==> src/rtl/hcsr04_if.sv <==
// Signal bundle between the ranging controller and its strobe/sensor/result neighbours.
// The controller sits on the slave side: it takes measure/echo and drives trig and the result.
interface hcsr04_if #(
  parameter int CNT_W = 16
);
  logic             measure;
  logic             echo;
  logic             trig;
  logic             busy;
  logic             valid;
  logic [CNT_W-1:0] echo_us;
  logic [CNT_W-1:0] dist_cm;
  logic             timeout;

  modport master (
    output measure, echo,
    input  trig, busy, valid, echo_us, dist_cm, timeout
  );

  modport slave (
    input  measure, echo,
    output trig, busy, valid, echo_us, dist_cm, timeout
  );
endinterface

==> src/rtl/hcsr04_ranger.sv <==
// HC-SR04 ranging controller: issues the trigger pulse, times the echo in 1 us clocks
// and converts it to centimetres with a running sub-counter instead of a divider.
module hcsr04_ranger #(
  parameter int TRIG_US    = 10,
  parameter int TIMEOUT_US = 30000,
  parameter int CM_DIV     = 58,
  parameter int CNT_W      = 16
) (
  input  logic     clk,
  input  logic     rst,
  hcsr04_if.slave  bus
);
  localparam int TW = (TRIG_US > 1) ? $clog2(TRIG_US) : 1;
  localparam logic [TW-1:0]    TRIG_LAST = TW'(TRIG_US - 1);
  localparam logic [CNT_W-1:0] TMO_LAST  = CNT_W'(TIMEOUT_US - 1);
  localparam logic [CNT_W-1:0] SUB_LAST  = CNT_W'(CM_DIV - 1);

  typedef enum logic [2:0] {IDLE, TRIG, WAIT_RISE, MEASURE, DONE} state_t;

  state_t           state, next_state;
  logic [2:0]       sync;
  logic             echo_s, echo_d, rise;
  logic [TW-1:0]    trig_cnt;
  logic [CNT_W-1:0] tmo_cnt, echo_cnt, sub_cnt, cm_cnt;
  logic             count_en, tmo_hit, tmo_exit;
  logic             trig_q, valid_q, timeout_q;
  logic [CNT_W-1:0] echo_us_q, dist_cm_q;

  function automatic logic [CNT_W-1:0] sat_inc(input logic [CNT_W-1:0] v);
    return (&v) ? v : v + 1'b1;
  endfunction

  // sync[1] is echo_s, sync[2] its one-cycle-late copy for edge detection
  assign echo_s  = sync[1];
  assign echo_d  = sync[2];
  assign rise    = echo_s & ~echo_d;
  assign tmo_hit = (tmo_cnt == TMO_LAST);

  always_ff @(posedge clk or posedge rst) begin
    if (rst) state <= IDLE;
    else     state <= next_state;
  end

  always_comb begin
    next_state = state;
    count_en   = 1'b0;
    tmo_exit   = 1'b0;
    case (state)
      IDLE:      if (bus.measure) next_state = TRIG;
      TRIG:      if (trig_cnt == TRIG_LAST) next_state = WAIT_RISE;
      WAIT_RISE: begin
        if (tmo_hit) begin
          next_state = DONE;
          tmo_exit   = 1'b1;
        end else if (rise) begin
          next_state = MEASURE;
          count_en   = 1'b1;
        end
      end
      MEASURE: begin
        // timeout takes priority over an echo fall in the same cycle
        if (tmo_hit) begin
          next_state = DONE;
          tmo_exit   = 1'b1;
        end else if (echo_s) begin
          count_en   = 1'b1;
        end else begin
          next_state = DONE;
        end
      end
      DONE:      next_state = IDLE;
      default:   next_state = IDLE;
    endcase
  end

  always_ff @(posedge clk or posedge rst) begin
    if (rst) begin
      sync     <= '0;
      trig_cnt <= '0;
      tmo_cnt  <= '0;
      echo_cnt <= '0;
      sub_cnt  <= '0;
      cm_cnt   <= '0;
    end else begin
      sync     <= {sync[1:0], bus.echo};
      trig_cnt <= (state == TRIG) ? trig_cnt + 1'b1 : '0;
      if (state == TRIG) begin
        tmo_cnt  <= '0;
        echo_cnt <= '0;
        sub_cnt  <= '0;
        cm_cnt   <= '0;
      end else begin
        if (state == WAIT_RISE || state == MEASURE) tmo_cnt <= sat_inc(tmo_cnt);
        if (count_en) begin
          echo_cnt <= sat_inc(echo_cnt);
          if (sub_cnt == SUB_LAST) begin
            sub_cnt <= '0;
            cm_cnt  <= sat_inc(cm_cnt);
          end else begin
            sub_cnt <= sub_cnt + 1'b1;
          end
        end
      end
    end
  end

  // Outputs are loaded on the edge entering DONE so they line up with valid
  always_ff @(posedge clk or posedge rst) begin
    if (rst) begin
      trig_q    <= 1'b0;
      valid_q   <= 1'b0;
      timeout_q <= 1'b0;
      echo_us_q <= '0;
      dist_cm_q <= '0;
    end else begin
      trig_q  <= (next_state == TRIG);
      valid_q <= (next_state == DONE);
      if (next_state == DONE) begin
        timeout_q <= tmo_exit;
        echo_us_q <= tmo_exit ? '0 : echo_cnt;
        dist_cm_q <= tmo_exit ? '0 : cm_cnt;
      end
    end
  end

  assign bus.trig    = trig_q;
  assign bus.busy    = (state != IDLE);
  assign bus.valid   = valid_q;
  assign bus.timeout = timeout_q;
  assign bus.echo_us = echo_us_q;
  assign bus.dist_cm = dist_cm_q;
endmodule

==> src/flat_wrapper.sv <==
// flat-port wrapper written by rule: the top's interface ports become plain ports
module hcsr04_ranger_flat 
#(
  parameter int TRIG_US    = 10,
  parameter int TIMEOUT_US = 30000,
  parameter int CM_DIV     = 58,
  parameter int CNT_W      = 16
)
  (clk, rst, bus_measure, bus_echo, bus_trig, bus_busy, bus_valid, bus_echo_us, bus_dist_cm, bus_timeout);
  hcsr04_if #(.CNT_W(CNT_W)) bus_i ();
  input  logic clk;
  input  logic rst;
  input wire logic [$bits(bus_i.measure)-1:0] bus_measure;
  input wire logic [$bits(bus_i.echo)-1:0] bus_echo;
  output wire logic [$bits(bus_i.trig)-1:0] bus_trig;
  output wire logic [$bits(bus_i.busy)-1:0] bus_busy;
  output wire logic [$bits(bus_i.valid)-1:0] bus_valid;
  output wire logic [$bits(bus_i.echo_us)-1:0] bus_echo_us;
  output wire logic [$bits(bus_i.dist_cm)-1:0] bus_dist_cm;
  output wire logic [$bits(bus_i.timeout)-1:0] bus_timeout;
  assign bus_i.measure = bus_measure;
  assign bus_i.echo = bus_echo;
  assign bus_trig = bus_i.trig;
  assign bus_busy = bus_i.busy;
  assign bus_valid = bus_i.valid;
  assign bus_echo_us = bus_i.echo_us;
  assign bus_dist_cm = bus_i.dist_cm;
  assign bus_timeout = bus_i.timeout;
  hcsr04_ranger #(.TRIG_US(TRIG_US), .TIMEOUT_US(TIMEOUT_US), .CM_DIV(CM_DIV), .CNT_W(CNT_W)) u_core (.clk(clk), .rst(rst), .bus(bus_i));
endmodule
==> config.mk <==
export PLATFORM = sky130hd
export DESIGN_NAME = hcsr04_ranger_flat
export DESIGN_NICKNAME = d
export VERILOG_FILES = /design/src/rtl/hcsr04_if.sv /design/src/rtl/hcsr04_ranger.sv /design/src/flat_wrapper.sv
export SDC_FILE = /design/constraint.sdc
export NUM_CORES = 1
export LEC_CHECK = 0
export CAP_MARGIN = 20
export CORE_MARGIN = 2
export CORE_UTILIZATION = 47
export CTS_CLUSTER_SIZE = 28
export DETAILED_ROUTE_END_ITERATION = 16
export GPL_TIMING_DRIVEN = 0
export PLACE_DENSITY = 0.77
export SYNTH_ARGS = -nofsm -noshare
export SYNTH_HDL_FRONTEND = slang
export SYNTH_SLANG_ARGS = --single-unit
==> constraint.sdc <==
create_clock -name clk -period 7.56 [get_ports clk]
set_input_delay 1.512 -clock clk [delete_from_list [all_inputs] [get_ports clk]]
set_output_delay 1.512 -clock clk [all_outputs]
set_load 0.01 [all_outputs]
==> results of run 1 <==
[state kept, by name, summed over array words and instances, names as in the netlist]
name and cells:
u_core.bus.dist_cm 16, u_core.bus.echo_us 16, u_core.bus.timeout 1, u_core.bus.trig 1
u_core.bus.valid 1, u_core.cm_cnt 16, u_core.echo_cnt 16, u_core.state 3
u_core.sub_cnt 16, u_core.sync 3, u_core.tmo_cnt 16, u_core.trig_cnt 4
[power by group through the flow]
stage,logic [uW],registers [uW],clock network (uW)
4_1_cts,248,628,479
2_1_floorplan,150,636,0
3_3_place_gp,236,636,0
3_5_place_dp,247,639,0
5_1_grt,273,631,503
6_report,248,628,472
[through the flow]
step                      util (%)  instance area [sq um]  hold WS [ns]
after floorplan                  -                   5410         0.331
after global placement        52.8                   5980         0.341
after detailed placement      53.1                   6010         0.339
after CTS                     55.6                   6290         0.355
after global routing          55.6                   6290         0.358
final                         55.6                   6290         0.353
[cell usage in the layout (no fill, tap or decap), types with 7 or more instances in the layout]
master,count
xor2_1,14
o31ai_1,17
nand3_1,33
o21ai_1,18
clkbuf_1,18
a21oi_1,34
ha_1,7
nand3b_1,7
dfrtp_1,109
or4_1,12
clkbuf_16,9
nand2_1,90
mux2i_1,9
nor2_1,40
or3_1,18
buf_2,8
inv_1,12
and3_1,12
nand4_1,16
o21ai_0,35
clkdlybuf4s50_1,39
[how the worst max path moves through the flow]
stage	end	cells after the start	slack, ns	start
final	bus_busy	3	4.27	u_core.state[1]
after CTS	bus_busy	3	4.28	u_core.state[1]
after floorplan	u_core.bus.dist_cm[0]	1	3.17	rst
after global routing	bus_busy	3	4.23	u_core.state[1]
after detailed placement	bus_busy	3	4.67	u_core.state[1]
after global placement	u_core.bus.dist_cm[10]	2	1.68	rst
[layer usage]
metal,share of wire [%],vias up,GRT usage (%)
li1,-,2154,-
met2,48,145,33.7
met3,4.2,24,2.08
met5,0,-,0
met4,2.5,0,10.1
met1,46,2165,27.9
[cell families (layout without fill, tap and decap cells)]
logic type | after synthesis | in the layout | synth area share, %
and+or+nand+nor | 267 | 267 | 26.4
muxes | 9 | 9 | 1.67
xor gates and xnor gates | 16 | 16 | 2.59
AOI/OAI and AO/OA | 123 | 123 | 14.1
buffers and inverters | 41 | 94 | 3.24
adders and majority gates | 7 | 7 | 1.62
DFF | 109 | 109 | 50.5
[final cells by class]
class	instances	area [sq um]	area share [%]
buffer	28	126	2.01
sequential	109	2730	43.3
timing repair buffer	40	418	6.64
clock inverter	2	35.0	0.557
multi-input combinational	422	2500	39.8
inverter	13	51.3	0.815
clock buffer	11	253	4.02
tap	143	179	2.84
==> flow_summary.rst, run 1 <==
.. list-table::
   :header-rows: 1

   * - Metric
     - Value
   * - H-tree Lvls
     - 3
   * - Vertical die dimension
     - 111 microns
   * - Count of distinct cell types in the synthesized netlist
     - 53
   * - Clock latency on the worst-skew pair
     - ~0.35 ns
   * - Data required, critical path
     - 6.05 ns
   * - Total CTS buffers
     - 9
   * - Number of synthesized register bits
     - 109
   * - Portion of the clock cycle consumed by the worst path in the final layout
     - 43.5%
   * - Cts-stage hold buffer count
     - 0
   * - RSZ-0062 raised after global routing
     - no
   * - R2r setup slk
     - 5.10 ns
   * - Worst Path Max Fanout
     - 10
   * - Worst R2R End
     - u_core.sub_cnt[8]
   * - Largest area contributor in the netlist
     - dfrtp_1
   * - Core box area
     - roughly 0.011 sq mm
   * - Post-route insts no fill
     - 768
   * - Clock root cell
     - clkbuf_16
   * - Via count
     - 4488
   * - WHS Path Cells
     - 0
   * - Leading cell type by number of instances after synthesis
     - dfrtp_1
   * - Startpoint types
     - flop
   * - Final worst-path setup slack
     - 4.27 ns
   * - Power Density
     - 214 mW/mm^2
   * - Gp weighted congestion
     - 0.842
   * - Area delta synth->final
     - 16.4%
   * - Post-layout min period
     - 3.29 ns
   * - Gate Count Post-Synth
     - about 570
   * - Post-CTS setup buffer count
     - 0
   * - # resized after CTS
     - 0
   * - Overall power
     - 1350 uW
   * - Clk network pwr share
     - about a third
   * - Number of top-level pins
     - 40
   * - Number of global-route vias before repair
     - about 4400
   * - Arrival time of the worst setup path
     - 1.78 ns
   * - Measured slew at the worst slew-check pin
     - 0.949 ns
   * - Filler instances
     - ~990
   * - Share of Yosys cell area claimed by the top area cell type
     - around half
   * - Proportion of register bits with asynchronous set or reset after synthesis
     - 100%
   * - Worst max-slew margin expressed relative to the limit
     - between 30% and 40%
   * - Antenna diodes
     - 0
   * - Post-route antenna net violation count
     - 0
   * - Max-cap violations
     - 0
   * - Global-route usage over all layers
     - 20.7%
   * - 1st-pass router iterations
     - 5
   * - PortBufs
     - 39
   * - Maximum buffer depth of the clock tree
     - 2
   * - Final setup fails
     - 0
   * - Power share of the combinational group
     - 18.4%
   * - Summed instance area of the synthesized netlist
     - 0.00541 sq mm
   * - CP cell instances
     - buf_2 -> or3_1 -> clkdlybuf4s50_1
   * - Post-Syn Area per Cell
     - 9.45 sq um
   * - Peak VDD IR
     - roughly 0.14 mV
   * - Initial core utilization
     - 47.8%
   * - Final setup TNS
     - 0 ns
   * - Biggest cell delay along the critical path
     - 0.50 ns
   * - CTS sink count
     - 109
   * - Net switching fraction of the power
     - about 30%
   * - Final Max Tran Viols
     - 0
   * - Cell type group with the largest total delay on the critical path
     - buffers and inverters
   * - Reg2reg path depth
     - 8
   * - Final net count
     - 634
   * - Max frequency
     - 304 MHz
   * - FP Rows
     - 39
   * - Clk pin slew, worst setup/hold paths
     - ~0.070 ns
   * - Worst reg2reg path startpoint
     - u_core.sub_cnt[1]
   * - Capture endpoint of the worst hold path
     - u_core.sync[1]
   * - Seq pwr share
     - between 40 and 50%
   * - Worst path buffer plus inverter count
     - 2
   * - Net Sw Power
     - 406 uW
   * - Detailed Route Iter0 Violations
     - 397
   * - Cell Count Post-Placement
     - 755
   * - Chip Width
     - 111 microns
   * - Total detailed-routing wirelength
     - about 12 mm
   * - Leakage power summed over all cells
     - roughly 0.0025 uW
   * - Path class of the lowest-slack min-delay path
     - reg -> reg
   * - HPWL Detailed
     - 8.64 mm
   * - Remaining routing DRC violations
     - 0
   * - Outcome
     - finished, final reports clean
   * - Detailed-route vias per instance
     - 5.84
   * - Fin. Hold Viols
     - 0
   * - Top flip-flop cell by instance count after synthesis
     - dfrtp_1
   * - Nature of the critical path endpoint
     - primary output
   * - Startpoint of the lowest-slack hold path
     - u_core.sync[0]
   * - Cell internal pwr
     - 942 uW
   * - Number of antenna violations at the first check in global routing
     - 0
   * - Sequential-to-total area share from yosys stat
     - 50.5%
   * - Most area-consuming cells after synthesis
     - dfrtp_1, nand2_1, o21ai_0
   * - Clock tree from TritonCTS
     - yes
   * - Kind of critical path
     - reg -> out
   * - Yosys warning count
     - 0
   * - Post-synth EDFFs
     - 0
   * - First-pass GRT wire length
     - about 21 mm
   * - Worst clock skew
     - 0.00862 ns
   * - Share of post-route cells with drive strength above 1
     - 6.56%
   * - Syn Nets
     - ~580
   * - Cell with the biggest individual delay on the critical path
     - clkdlybuf4s50_1
   * - Worst setup timing slack at the placement stage
     - 4.67 ns
   * - Grt total ovfl
     - 0
   * - Avg WL per Cell
     - 16.0 microns
   * - Total die area
     - about 0.012 sq mm
   * - Maximum number of pins on one net before global-route repair
     - 60
   * - Most instantiated cells after synthesis
     - dfrtp_1, nand2_1, nor2_1
No activity file was read; power rests on OpenSTA's default activity.
==> run 2: changes to the inputs <==
Settings changed: PLACE_DENSITY 0.77 to 0.8.
Clock period 7.56 ns to 2.85 ns, I/O delays scaled along.
==> run 2 against run 1 <==
  * Cell area increased by 0.91%
  * Sequential share of layout area decreased by 0.39 points
  * First-iteration DRC count decreased by 13%
  * Highest routed layer unchanged
  * Clock power increased to 2.9 times the previous value
==> flow_summary.rst, run 2 (synthesis gave the netlist of run 1 again) <==
.. list-table::
   :header-rows: 1

   * - Metric
     - Value
   * - Worst reg2reg path startpoint
     - u_core.sub_cnt[0]
   * - Total cell area at the placement stage
     - 0.00602 sq mm (+0.23%)
   * - CTS sink count
     - 109 (unchanged)
   * - Worst max-slew margin expressed relative to the limit
     - 33.2% (-3.1 points)
   * - Leading cell type in the layout, fill and taps excluded
     - dfrtp_1
   * - Arrival time of the worst setup path
     - 2.78 ns (+1.00 ns)
   * - FP Rows
     - 39 (unchanged)
   * - Number of top-level pins
     - 40 (unchanged)
   * - Data required, critical path
     - 3.12 ns (-2.93 ns)
   * - Clock tree from TritonCTS
     - yes
   * - Portion of the clock cycle consumed by the worst path in the final layout
     - 88.0%
   * - Final setup fails
     - 0 (unchanged)
   * - Nature of the critical path endpoint
     - flop
   * - Remaining routing DRC violations
     - 0 (unchanged)
   * - Initial core utilization
     - 47.8% (unchanged)
   * - Total die area
     - 0.0124 sq mm (unchanged)
   * - Core box area
     - 0.0113 sq mm (unchanged)
   * - Filler instances
     - 990 (-0.10%)
   * - Gp weighted congestion
     - 0.876 (+4.0%)
   * - Path class of the lowest-slack min-delay path
     - reg -> reg
   * - Peak VDD IR
     - 0.285 mV (+110%)
   * - Cell Count Post-Placement
     - 756 (+0.13%)
   * - Maximum buffer depth of the clock tree
     - 2 (unchanged)
   * - Power Density
     - 582 mW/mm^2 (+170%)
   * - Number of antenna violations at the first check in global routing
     - 0 (unchanged)
   * - 1st-pass router iterations
     - 5 (unchanged)
   * - Final net count
     - 635 (+0.16%)
   * - Avg WL per Cell
     - 16.2 microns (+1.3%)
   * - H-tree Lvls
     - 3 (unchanged)
   * - Top library cells by usage in the layout, fill and taps aside
     - dfrtp_1, nand2_1, nor2_1
   * - Layout Utilization
     - 56.1% (+0.51 points)
   * - Total CTS buffers
     - 9 (unchanged)
   * - Final setup TNS
     - 0 ns (unchanged)
   * - Max frequency
     - 399 MHz
   * - Kind of critical path
     - reg -> reg
   * - Global-route usage over all layers
     - 20.7% (about the same)
   * - Worst clock skew
     - 0.00926 ns (+0.000644 ns)
   * - Grt total ovfl
     - 0 (unchanged)
   * - Total detailed-routing wirelength
     - 12.5 mm (+1.8%)
   * - Clock latency on the worst-skew pair
     - 0.36 ns (about the same)
   * - Post-route antenna net violation count
     - 0 (unchanged)
   * - Final Max Tran Viols
     - 0 (unchanged)
   * - Maximum number of pins on one net before global-route repair
     - 43 (-28%)
   * - Number of global-route vias before repair
     - 4277 (-2.8%)
   * - Startpoint types
     - flop
   * - Via count
     - 4553 (+1.4%)
   * - Antenna diodes
     - 0 (unchanged)
   * - Area delta synth->final
     - 17.5%
   * - Outcome
     - finished, final reports clean
   * - RSZ-0062 raised after global routing
     - no
   * - Clk pin slew, worst setup/hold paths
     - 0.07 ns (about the same)
   * - Worst Path Max Fanout
     - 10 (unchanged)
   * - Post-layout min period
     - 2.51 ns
   * - Fin. Hold Viols
     - 0 (unchanged)
   * - Share of post-route cells with drive strength above 1
     - 7.15% (+0.59 points)
   * - Max-cap violations
     - 0 (unchanged)
   * - Cts-stage hold buffer count
     - 0 (unchanged)
   * - # resized after CTS
     - 0 (unchanged)
   * - Post-CTS setup buffer count
     - 0 (unchanged)
   * - Leakage power summed over all cells
     - 0.00253 uW (+0.77%)
   * - Chip Width
     - 111 microns (unchanged)
   * - Clock root cell
     - clkbuf_16
   * - Measured slew at the worst slew-check pin
     - 0.995 ns (+0.0459 ns)
   * - Vertical die dimension
     - 111 microns (unchanged)
   * - Critical path startpoint
     - u_core.sub_cnt[0]
   * - Startpoint of the lowest-slack hold path
     - u_core.sync[0]
   * - PortBufs
     - 39 (unchanged)
   * - First-pass GRT wire length
     - 21.0 mm (+0.33%)
   * - Detailed-route vias per instance
     - 5.90 (+0.92%)
   * - Detailed Route Iter0 Violations
     - 347 (-13%)
   * - Post-route insts no fill
     - 772 (+0.52%)
   * - HPWL Detailed
     - 8.75 mm (+1.2%)
   * - Post-route design area
     - 0.00635 sq mm (+0.91%)
==> run 2: cell count changes in the layout (fill, tap and decap cells not counted), sizes merged <==
cell | before | now
clkbuf | 29 | 28
bufinv | 1 | 2
buf | 11 | 12
inv | 13 | 14
clkinvlp | 0 | 2
==> run 2: worst paths after layout <==
path | to | slack [ns] | cells after the start
worst max-delay path | u_core.sub_cnt[8] | 0.34 | 7
worst min-delay path | u_core.sync[1] | 0.37 | 0
worst max register to register | u_core.sub_cnt[8] | 0.34 | 7
worst min register to register | u_core.sync[1] | 0.37 | 0
max in group asynchronous | u_core.bus.echo_us[11] | 1.61 | 3
min in group asynchronous | u_core.echo_cnt[10] | 0.63 | 2
==> run 2: worst max-delay path: stages (launching register included) <==
cell,delay (ns)
dfrtp_1,0.44
ha_1,0.24
nor4b_1,0.16
and4_1,0.22
buf_4,0.19
nor3_1,0.81
nand3b_1,0.17
a21oi_1,0.19
==> run 2: area by class of cell <==
cell class,count,area [sq um],share of cell area (%)
Buffer,28,126,1.99
Tap cell,143,179,2.82
Clock buffer,10,239,3.76
Timing Repair Buffer,41,430,6.78
Inverter,13,52.6,0.827
Clock inverter,6,92.6,1.46
Multi-Input combinational cell,422,2500,39.4
Sequential cell,109,2730,42.9
==> run 2: metrics by stage <==
stage / power [uW] / hold WS [ns] / setup slack [ns]
global route: 3840 / 0.381 / 0.195
finish: 3700 / 0.368 / 0.343
CTS: 3710 / 0.370 / 0.396
detailed placement: 2330 / 0.354 / 0.454
floorplan: 2090 / 0.331 / 0.865
global placement: 2310 / 0.335 / -0.0474
==> run 2: per-layer routing <==
metal | track usage (%) | wire length, microns | vias to the layer above
li1 | - | - | 2170
met1 | 28.2 | 5530 | 2207
met2 | 34.0 | 6070 | 158
met3 | 2.30 | 696 | 18
met4 | 8.40 | 182 | 0
met5 | 0 | 0 | -
==> run 2: where the power goes <==
part           total [uW]  leakage [uW]  switching (uW)  internal, uW
Sequential           1660       0.00150            52.8          1610
Combinational         643      0.000868             469           174
Clock                1390      0.000161             588           802
Total                3700       0.00253            1110          2590
==> run 3: changes to the inputs <==
Settings changed: SLEW_MARGIN set to 20.
==> run 3 against run 2 <==
  * Global-route usage is essentially flat
  * Worst setup slack gained 0.083 ns
  * Register-to-register slack gained 0.08 ns
  * Critical path type unchanged
  * Total power shrank 2.8%
  * Highest routed layer unchanged
  * Fmax grew 3.4%
  * Clock power shrank 7%
  * Sequential cell count is the same
  * Via count grew 0.20%
  * Critical path depth is the same
  * Critical endpoint is now u_core.cm_cnt[6]
  * Cell area is essentially flat
==> flow_summary.rst, run 3 (synthesis gave the netlist of run 1 again) <==
.. list-table::
   :header-rows: 1

   * - Metric
     - Value
   * - Cell Count Post-Placement
     - 757 (+0.13%)
   * - H-tree Lvls
     - 3 (unchanged)
   * - Nature of the critical path endpoint
     - flop
   * - Via count
     - 4562 (+0.20%)
   * - Final net count
     - 636 (+0.16%)
   * - Power Density
     - 566 mW/mm^2 (-2.8%)
   * - Antenna diodes
     - 0 (unchanged)
   * - Cell with the biggest individual delay on the critical path
     - dfrtp_1
   * - Portion of the clock cycle consumed by the worst path in the final layout
     - 85.1% (-2.9 points)
   * - Share of post-route cells with drive strength above 1
     - 6.98% (-0.17 points)
   * - Sequential cell area
     - 0.00273 sq mm (unchanged)
   * - Filler instances
     - 992 (+0.20%)
   * - Worst setup timing slack at the placement stage
     - 0.467 ns (+0.0127 ns)
   * - Total die area
     - 0.0124 sq mm (unchanged)
   * - Biggest cell delay along the critical path
     - 0.45 ns (-0.36 ns)
   * - Data required, critical path
     - 3.12 ns (about the same)
   * - Top library cells by usage in the layout, fill and taps aside
     - dfrtp_1, nand2_1, nor2_1
   * - Final worst-path setup slack
     - 0.426 ns (+0.0829 ns)
   * - Max frequency
     - 413 MHz (+3.4%)
   * - FP Rows
     - 39 (unchanged)
   * - Post-route design area
     - 0.00635 sq mm (about the same)
   * - PortBufs
     - 39 (unchanged)
   * - Outcome
     - finished, final reports clean
   * - CP cell instances
     - nor4b_2 -> nand4_2 -> nand2_1 -> buf_2 -> buf_2 -> o31ai_1 -> a21oi_1
   * - 1st-pass router iterations
     - 6 (+1)
   * - Startpoint types
     - flop
   * - Clk pin slew, worst setup/hold paths
     - 0.08 ns (about the same)
   * - Kind of critical path
     - reg -> reg
   * - Core box area
     - 0.0113 sq mm (unchanged)
   * - Post-layout min period
     - 2.42 ns (-0.0829 ns)
   * - Maximum number of pins on one net before global-route repair
     - 34 (-21%)
   * - Worst Path Max Fanout
     - 10 (unchanged)
   * - Remaining routing DRC violations
     - 0 (unchanged)
   * - Multi-input combinational cell area
     - 0.00250 sq mm (unchanged)
   * - Avg WL per Cell
     - 16.0 microns (-1.1%)
   * - Peak VDD IR
     - 0.323 mV (+13%)
   * - Initial core utilization
     - 47.8% (unchanged)
   * - R2r setup slk
     - 0.43 ns (+0.08 ns)
   * - Maximum buffer depth of the clock tree
     - 2 (unchanged)
   * - Critical path startpoint
     - u_core.tmo_cnt[15]
   * - Layout Utilization
     - 56.1% (about the same)
   * - # resized after CTS
     - 0 (unchanged)
   * - Detailed-route vias per instance
     - 5.90 (about the same)
   * - Total CTS buffers
     - 9 (unchanged)
   * - Overall power
     - 3590 uW (-2.8%)
   * - Post-CTS setup buffer count
     - 0 (unchanged)
   * - Leakage power summed over all cells
     - 0.00253 uW (-0.20%)
   * - Clock latency on the worst-skew pair
     - 0.35 ns (about the same)
   * - Global-route usage over all layers
     - 20.7% (+0.045 points)
   * - Number of top-level pins
     - 40 (unchanged)
   * - Grt total ovfl
     - 0 (unchanged)
   * - Cell mode on critical path
     - buf_2
   * - Area delta synth->final
     - 17.4% (about the same)
   * - Final setup fails
     - 0 (unchanged)
   * - Final Max Tran Viols
     - 0 (unchanged)
   * - Gp weighted congestion
     - 0.876 (unchanged)
   * - Number of antenna violations at the first check in global routing
     - 0 (unchanged)
   * - Measured slew at the worst slew-check pin
     - 0.924 ns (-0.0711 ns)
   * - Met2 layer wire length in the routed design
     - 5.99 mm (-1.4%)
   * - Leading cell type in the layout, fill and taps excluded
     - dfrtp_1
   * - Post-route antenna net violation count
     - 0 (unchanged)
   * - Met1 routed wirelength after detailed routing
     - 5.61 mm (+1.5%)
   * - Cts-stage hold buffer count
     - 0 (unchanged)
   * - Arrival time of the worst setup path
     - 2.69 ns (-0.09 ns)
   * - Fin. Hold Viols
     - 0 (unchanged)
   * - Chip Width
     - 111 microns (unchanged)
   * - CTS sink count
     - 109 (unchanged)
   * - Path class of the lowest-slack min-delay path
     - reg -> reg
   * - Clock tree from TritonCTS
     - yes
   * - Worst clock skew
     - 0.0117 ns (+0.00241 ns)
   * - Worst R2R End
     - u_core.cm_cnt[6]
   * - First-pass GRT wire length
     - 21.1 mm (+0.33%)
   * - RSZ-0062 raised after global routing
     - no
   * - Post-route insts no fill
     - 773 (+0.13%)
   * - Number of global-route vias before repair
     - 4399 (+2.9%)
   * - Top layer in use
     - met4
   * - Detailed Route Iter0 Violations
     - 354 (+2.0%)
   * - Total detailed-routing wirelength
     - 12.4 mm (-0.98%)
   * - Routed length on met3
     - 510 microns (-27%)
   * - Reg2reg path depth
     - 7 (unchanged)
   * - Total cell area at the placement stage
     - 0.00605 sq mm (+0.46%)
   * - Capturing element of the worst setup path
     - u_core.cm_cnt[6]
   * - Worst reg2reg path startpoint
     - u_core.tmo_cnt[15]
   * - HPWL Detailed
     - 8.93 mm (+2.1%)
   * - Vertical die dimension
     - 111 microns (unchanged)
   * - Clock root cell
     - clkbuf_16
   * - Worst max-slew margin expressed relative to the limit
     - 37.9% (+4.7 points)
   * - Max-cap violations
     - 0 (unchanged)
[run 3: changes by cell type in the layout (fill, tap and decap cells not counted)]
cell and change:
bufinv_16 -1, buf_16 +1, inv_8 -1, clkinv_2 -1, clkinv_4 +1, clkbuf_1 +2
[run 3: per-stage QoR]
stage | hold slack, ns | TNS [ns]
6_report | 0.370 | 0
5_1_grt | 0.381 | 0
4_1_cts | 0.370 | 0
3_5_place_dp | 0.354 | 0
3_3_place_gp | 0.335 | -4.58
2_1_floorplan | 0.331 | 0
[run 3: critical path: cells and delay by family (launching register included)]
| family | cells | cell delay (ns) |
|---|---|---|
| buffers and inverters | 2 | 0.54 |
| and+or+nand+nor | 3 | 1.08 |
| DFF | 1 | 0.45 |
| AOI/OAI and AO/OA | 2 | 0.27 |
[run 3: power by group]
part	internal (uW)	leakage (uW)	total (uW)	switching, uW
registers	1610	0.00150	1660	52.3
clock network	712	0.000143	1290	574
logic	178	0.000880	645	467
total	2500	0.00253	3590	1090
[run 3: how the worst min path moves through the flow]
| stage | start | endpoint | depth (start not counted) |
|---|---|---|---|
| after global routing | u_core.sync[0] | u_core.sync[1] | 0 |
| final | u_core.sync[0] | u_core.sync[1] | 0 |
| after floorplan | u_core.sync[0] | u_core.sync[1] | 0 |
| after global placement | u_core.sync[0] | u_core.sync[1] | 0 |
| after CTS | u_core.sync[0] | u_core.sync[1] | 0 |
| after detailed placement | u_core.sync[0] | u_core.sync[1] | 0 |
[run 3: area by class of cell]
cell class,count,share of cell area (%)
well taps,143,2.82
clock inverters,4,0.867
inverters,13,0.828
repair buffers,42,7.21
clock buffers,12,3.88
plain buffers,28,1.99
flip-flops and latches,109,43.0
multi-input cells,422,39.4
[run 3: metal layers]
layer	up-vias	track usage, %
met4	0	9.22
met3	20	2.41
met1	2229	28.2
li1	2173	-
met5	-	0
met2	140	33.7
